<file path="config.mk">
export PLATFORM = sky130hd
export DESIGN_NAME = store_hash_tracker
export DESIGN_NICKNAME = d
export VERILOG_FILES = /design/src/rtl/store_hash_tracker.sv
export SDC_FILE = /design/constraint.sdc
export NUM_CORES = 1
export LEC_CHECK = 0
export CAP_MARGIN = 20
export CORE_MARGIN = 8
export CORE_UTILIZATION = 55
export DETAILED_ROUTE_END_ITERATION = 10
export GPL_ROUTABILITY_DRIVEN = 1
export HOLD_SLACK_MARGIN = 0.06
export PLACE_DENSITY = 0.8
export SETUP_SLACK_MARGIN = 0.4
export SLEW_MARGIN = 20
export SYNTH_ARGS = -nofsm -noshare
export SYNTH_HDL_FRONTEND = slang
export SYNTH_SLANG_ARGS = --single-unit
</file>
<file path="constraint.sdc">
create_clock -name clk -period 4.2 [get_ports clk]
set_clock_uncertainty 0.15 [all_clocks]
set_input_delay 0.84 -clock clk [delete_from_list [all_inputs] [get_ports clk]]
set_output_delay 0.84 -clock clk [all_outputs]
set_load 0.01 [all_outputs]
</file>
<file path="src/rtl/store_hash_tracker.sv">
// store_hash_tracker: in-order tracker of in-flight store address hashes.
// A DEPTH-entry circular buffer of {valid, hash} is allocated at the tail
// by stores and freed at the head as stores commit. Each load_check
// compares load_hash against every valid entry on pre-edge state. The
// conflict flag and mask are registered, so results appear one cycle later.
// Optional feature macro: STORE_HASH_YOUNGEST_EN. When it is defined,
// youngest_idx reports the matching slot nearest tail-1. When it is not
// defined, youngest_idx is tied to 0.
module store_hash_tracker #(
  parameter int DEPTH  = 4,
  parameter int HASH_W = 4
) (
  input  logic                       clk,
  input  logic                       rst_n,
  input  logic                       flush,
  input  logic                       store_push,
  input  logic [HASH_W-1:0]          store_hash,
  input  logic                       store_pop,
  input  logic                       load_check,
  input  logic [HASH_W-1:0]          load_hash,
  output logic                       full,
  output logic                       empty,
  output logic [$clog2(DEPTH):0]     count,
  output logic                       conflict_valid,
  output logic                       conflict,
  output logic [DEPTH-1:0]           conflict_mask,
  output logic [$clog2(DEPTH)-1:0]   youngest_idx
);

  localparam int AW = $clog2(DEPTH);
  localparam int CW = AW + 1;

  logic [DEPTH-1:0]  valid_q, valid_d;
  logic [HASH_W-1:0] hash_q [DEPTH];
  logic [HASH_W-1:0] hash_d [DEPTH];
  logic [AW-1:0]     head_q, head_d;
  logic [AW-1:0]     tail_q, tail_d;
  logic [CW-1:0]     count_q, count_d;
  logic              conflict_valid_q, conflict_valid_d;
  logic              conflict_q, conflict_d;
  logic [DEPTH-1:0]  conflict_mask_q, conflict_mask_d;

  logic [DEPTH-1:0]  match;
  logic              push_ok;
  logic              pop_ok;

  assign full  = (count_q == CW'(DEPTH));
  assign empty = (count_q == '0);
  assign count = count_q;

  // A push into a full buffer is accepted only when a pop frees a slot in the same cycle.
  assign push_ok = store_push & (~full | store_pop);
  assign pop_ok  = store_pop & ~empty;

  // Per-slot compare against pre-edge contents.
  always_comb begin
    match = '0;
    for (int unsigned i = 0; i < DEPTH; i++) begin
      match[i] = valid_q[i] && (hash_q[i] == load_hash);
    end
  end

  // Next-state for buffer, pointers, occupancy and the check result.
  always_comb begin
    valid_d = valid_q;
    hash_d  = hash_q;
    head_d  = head_q;
    tail_d  = tail_q;
    count_d = count_q;
    if (flush) begin
      valid_d = '0;
      head_d  = '0;
      tail_d  = '0;
      count_d = '0;
    end else begin
      // The pop is applied before the push, so push+pop on a full buffer
      // (head == tail) leaves the reused slot valid.
      if (pop_ok) begin
        valid_d[head_q] = 1'b0;
        head_d          = head_q + 1'b1;
      end
      if (push_ok) begin
        valid_d[tail_q] = 1'b1;
        hash_d[tail_q]  = store_hash;
        tail_d          = tail_q + 1'b1;
      end
      unique case ({push_ok, pop_ok})
        2'b10:   count_d = count_q + 1'b1;
        2'b01:   count_d = count_q - 1'b1;
        default: count_d = count_q;
      endcase
    end
    conflict_valid_d = load_check & ~flush;
    conflict_d       = conflict_valid_d & (|match);
    conflict_mask_d  = conflict_valid_d ? match : '0;
  end

  // State registers.
  always_ff @(posedge clk or negedge rst_n) begin
    if (!rst_n) begin
      valid_q          <= '0;
      head_q           <= '0;
      tail_q           <= '0;
      count_q          <= '0;
      conflict_valid_q <= 1'b0;
      conflict_q       <= 1'b0;
      conflict_mask_q  <= '0;
      for (int unsigned i = 0; i < DEPTH; i++) hash_q[i] <= '0;
    end else begin
      valid_q          <= valid_d;
      hash_q           <= hash_d;
      head_q           <= head_d;
      tail_q           <= tail_d;
      count_q          <= count_d;
      conflict_valid_q <= conflict_valid_d;
      conflict_q       <= conflict_d;
      conflict_mask_q  <= conflict_mask_d;
    end
  end

  assign conflict_valid = conflict_valid_q;
  assign conflict       = conflict_q;
  assign conflict_mask  = conflict_mask_q;

`ifdef STORE_HASH_YOUNGEST_EN
  logic [AW-1:0] youngest_q, youngest_d;
  logic [AW-1:0] slot;
  logic          found;

  // Backward search from tail-1 with wrap; the first match is the youngest store.
  always_comb begin
    youngest_d = '0;
    slot       = '0;
    found      = 1'b0;
    if (conflict_valid_d) begin
      for (int unsigned k = 0; k < DEPTH; k++) begin
        slot = tail_q - AW'(k + 1);
        if (!found && match[slot]) begin
          found      = 1'b1;
          youngest_d = slot;
        end
      end
    end
  end

  // Youngest-match register, aligned with conflict.
  always_ff @(posedge clk or negedge rst_n) begin
    if (!rst_n) youngest_q <= '0;
    else        youngest_q <= youngest_d;
  end

  assign youngest_idx = youngest_q;
`else
  assign youngest_idx = '0;
`endif

endmodule
</file>
Word level (Yosys, flattened, before mapping)
Index checks and enable logic that the tools add are counted.
Widths: inputs -> output; s select.
{"block": "totals", "register_bits": 33, "in_bits": 14, "output_inout_bits": 13, "wordCells": 71}
{"block": "classes", "n_addsub": 4, "order_cmp": 6, "eq_ne": 7, "n_mux": 18, "bitwise_logic": 12, "n_reduce_logical": 13}
{"operator": "$mux 4", "count": 6}
{"operator": "$bwmux 16", "count": 1}
{"operator": "$eq 4x4->1", "count": 4}
{"operator": "$demux 4 s2", "count": 1}
{"operator": "$mux 2", "count": 4}
{"operator": "$logic_and 1x1->1", "count": 7}
{"operator": "$lt 2x3->1 const B", "count": 2}
{"operator": "$pmux 3 s2", "count": 1}
{"operator": "$add 2x1->2 const B", "count": 2}
{"operator": "$and 1x1->1", "count": 4}
{"operator": "$and 4x4->4", "count": 1}
{"operator": "$demux 1 s2", "count": 2}
{"operator": "$ge 2x1->1 const B", "count": 2}
{"operator": "$not 4->4", "count": 1}
{"operator": "$or 4x4->4", "count": 1}
{"operator": "$reduce_bool 2->1", "count": 2}
{"operator": "$reduce_or 4->1", "count": 1}
{"operator": "$add 3x1->3 const B", "count": 1}
{"operator": "$eq 3x3->1 const B", "count": 1}
{"operator": "$ge 3x3->1 const B", "count": 1}
{"operator": "$logic_not 3->1", "count": 1}
{"operator": "$lt 3x1->1 const B", "count": 1}
{"operator": "$mux 3", "count": 1}
{"operator": "$not 1->1", "count": 3}
{"operator": "8 further kinds", "count": 9}

Depth between registers and ports, before layout
{"block": "logic_depth", "depth_word": 11, "depth_mapped": 8}

Least setup slack after synthesis
Ideal clock, no wire load.
{"block": "synth_path", "path_type": "input port to flip-flop", "from": "input port store_pop", "to": "register count_q[2] (netlist: count[2])", "arrival_ps": 2249, "path_slack_ps": 1728, "path_stages": 7, "n_path_buf": 1, "path_cell_list": "buf_2 > inv_1 > nor3_1 > fa_1 > o32a_1 > o221a_2 > nor2_1"}
{"block": "synth_via", "elab_chain_cells": 5, "elab_cells_between_ends": 8, "classes_between": "eq/ne: 2; mux: 2; bitwise: 3; reduce/logical: 1"}
{"element": "start, declared", "line_no": "18", "rtl": "input logic store_pop,"}
{"element": "$or 1x1->1", "line_no": "52", "rtl": "assign push_ok = store_push & (~full | store_pop);"}
{"element": "$and 1x1->1", "line_no": "52"}
{"element": "$eq 2x1->1 / $eq 2x2->1 (equally long branches)", "line_no": "87", "rtl": "unique case ({push_ok, pop_ok})"}
{"element": "$pmux 3 s2", "line_no": "87"}
{"element": "$mux 3", "line_no": "70", "rtl": "if (flush) begin"}
{"element": "end signal, assigned", "line_no": "114", "rtl": "count_q <= count_d;"}
{"element": "end, declared", "line_no": "38", "rtl": "logic [CW-1:0] count_q, count_d;"}
Parallel ways exist; a longest one is shown, timed or not.
A chain may end at the register's enable or synchronous reset.

Final worst setup path
{"block": "layout_path", "from": "register count_q[0] (netlist: count[0])", "to": "output port full"}
{"block": "layout_via", "elab_chain_cells": 1}
{"element": "$eq 3x3->1", "line_no": "47", "rtl": "assign full = (count_q == CW'(DEPTH));"}
{"element": "end, declared", "line_no": "21", "rtl": "output logic full,"}
Every way passes these cells.

==> impl_metrics.ini <==
[routing]
drc_errors = 0
detailedRoute.firstIterationViolations = 103
viasPerCell = 5.338
firstDrtPassIters = 4
routed_wire_length_per_instance_um = 15.53
vias_after_detailed_routing = 1201
route.antenna.remaining_nets = 0
postRouteWirelength_um = 3495

[timing]
post-route-period-util_pct = 68.05
timing_hold_violations_final = 0
maxClockFrequency_mhz = 349.9
holdWs_ps = 383.1
setup_total_negative_slack_ps = 0
grt_setup_unrepaired = false
minimum_clock_period_ps = 2858
finalMaxSlewViolations = 0
report.final.setup_viol = 0
setup_slack_ps = 1342

[clock_network]
cts_hold_repair.buffers = 0
cts_resized = 0
clock_latency_ps = 340
cts_made_buffers = 5
tritoncts = done
cts_htree_levels = 2
ctsLongestPathBuffers = 2
clkSlewWorstSetupHoldPaths_ps = 100
cts.sink_count = 33
cts.root.buffer_cell = sky130_fd_sc_hd__clkbuf_4
cts_setup_buffers = 0

[logic_synthesis]
avgSynthCellArea_um2 = 11.29
synth-seq-area-share_pct = 47.83
ys_types = 35
syn_area_mm2 = 0.001727
post_synth_inst_count = 153
synth_seq_cells = 33
yosys_warnings = 0

[grt]
grt_max_degree = 34
groute.usage.overall_pct = 14.83
gr-total-overflow = 0
vias_in_the_first_global_route = 1359
initial_antenna_violation_count = 0
grt_pass1_wl_um = 5961

[critical_path]
critical-path-slowest-cell = sky130_fd_sc_hd__clkdlybuf4s50_1
worstPathMaxFanout = 10
worst-setup-path-type = reg2out
cp_top_family = buffers and inverters
cp_num_cells = 2
crit_path_start_kind = flop
critical_path_required_ps = 3210
arrival_ps = 1870
critical_path.endpoint_type = output pin
slowest_delay_ps = 610
reg2reg_depth = 6
crit_chain = nor3b_2 > clkdlybuf4s50_1
worst-path-buf-inv = 1

[floorplan]
start_util_pct = 57.02
placeableCoreArea_mm2 = 0.003028
die_area_mm2 = 0.005188
floorplan.die.height_um = 72.03
io_pins = 27
fp.dieW_um = 72.03
rows = 20

[place]
portBuffers = 24
gpl.final_weighted_congestion = 0.8106
dp_hpwl_um = 2701
placement.setup.worst_slack_ps = 1138

[power]
power.density_mw_per_mm2 = 438.8
leakage_uw = 0.0009262
vdd_drop_max_mv = 0.2459

[hold_path]
hold_path.class = reg2reg
hold_depth = 1

[cells_and_area]
syn_to_final_growth_pct = 20.72
layout_common_cells = sky130_fd_sc_hd__dfrtp_1, sky130_fd_sc_hd__clkdlybuf4s50_1, sky130_fd_sc_hd__mux2_2
area.sequential_um2 = 825.8
area_of_the_multi_input_gates_um2 = 829.5
insertedDiodeCount = 0
finish.net_count = 203
final.fill_count = 225
postLayoutCoreUtil_pct = 68.84
post_route_cells_drive_above_1_share_pct = 16.02
layout.cells.most_common = sky130_fd_sc_hd__dfrtp_1

[flow_run]
cap_violations = 0

[outcome]
run_status = finished, final reports clean
==> logic make-up after synthesis <==
group | after synthesis | synth area share [%]
xor gates and xnor gates | 16 | 8.116
DFF | 33 | 47.83
AOI/OAI and AO/OA | 16 | 8.624
muxes | 20 | 12.83
buffers and inverters | 17 | 4.347
other | 1 | 0.2172
adders and majority gates | 9 | 6.957
and+or+nand+nor | 41 | 11.09
==> per-layer routing <==
layer | GRT usage (%) | part of all wire [%] | wire [µm]
met5 | 0 | 0 | 0
met2 | 25.81 | 49 | 1724
met4 | 6.349 | 1.9 | 65
met1 | 15.58 | 42 | 1465
met3 | 5.647 | 6.9 | 240
==> power breakdown <==
part | switching, µW | internal [µW] | total [µW]
Combinational | 101 | 128 | 229
Clock | 105 | 142 | 248
Sequential | 56.0 | 382 | 438
==> worst register-to-register path, delay by kind of cell (launching register included) <==
family	cells	cell delay (ps)
and+or+nand+nor	3	590
adders and majority gates	1	430
AOI/OAI and AO/OA	2	610
DFF	1	510
==> registers in the layout (all words and copies together) (netlist names) <==
name,flops
head_q,2
valid_q,4
count,3
hash_q,16
conflict,1
conflict_mask,4
conflict_valid,1
tail_q,2
==> stage by stage <==
| step | cells | cell area (µm²) | total power [µW] |
|---|---|---|---|
| 6_report | 225 | 2085 | 914.8 |
| 5_1_grt | 225 | 2085 | 972.6 |
| 4_1_cts | 225 | 2085 | 924.4 |
| 3_5_place_dp | 217 | 1999 | 674.5 |
| 3_3_place_gp | 217 | 1999 | 656.6 |
| 2_1_floorplan | 154 | 1730 | 593.3 |
==> area by class of cell <==
class	count	share of cell area, %
clock buffers	7	2.641
inverters	11	1.981
well taps	44	2.641
flip-flops and latches	33	39.62
multi-input cells	104	39.80
repair buffers	25	11.88
clock inverters	1	1.441
==> worst paths after layout <==
path | start | endpoint | slack, ps
max in group asynchronous | rst_n | hash_q[15] | 2860
worst max-delay path | count[0] | full | 1340
worst min-delay path | hash_q[3] | hash_q[3] | 380
min in group asynchronous | rst_n | hash_q[11] | 740
worst max register to register | count[0] | count[2] | 1840
worst min register to register | hash_q[3] | hash_q[3] | 380
==> Yosys cell counts (all sizes together) <==
library cell | number | share of area (%)
dfrtp | 33 | 48
mux2 | 17 | 11
nor2 | 14 | 3.0
inv | 11 | 2.4
nand2 | 10 | 2.2
xor2 | 9 | 4.6
ha | 8 | 5.8
nor3 | 7 | 2.0
xnor2 | 7 | 3.6
a32o | 4 | 2.3
buf | 3 | 1.2
clkbuf | 3 | 0.80
mux2i | 3 | 1.7
nand2b | 3 | 1.1
nand3 | 3 | 0.87
a211oi | 2 | 1.6
a21o | 1 | 0.43
a21oi | 1 | 0.29
a222oi | 1 | 0.58
a41oi | 1 | 0.51
conb | 1 | 0.22
fa | 1 | 1.2
nand3b | 1 | 0.43
nor2b | 1 | 0.36
nor3b | 1 | 0.72
o2111ai | 1 | 0.51
o21ai | 1 | 0.29
o221a | 1 | 0.65
o221ai | 1 | 0.51
o22ai | 1 | 0.36
o32a | 1 | 0.58
or2 | 1 | 0.36
(Power assumes the default switching activity.)
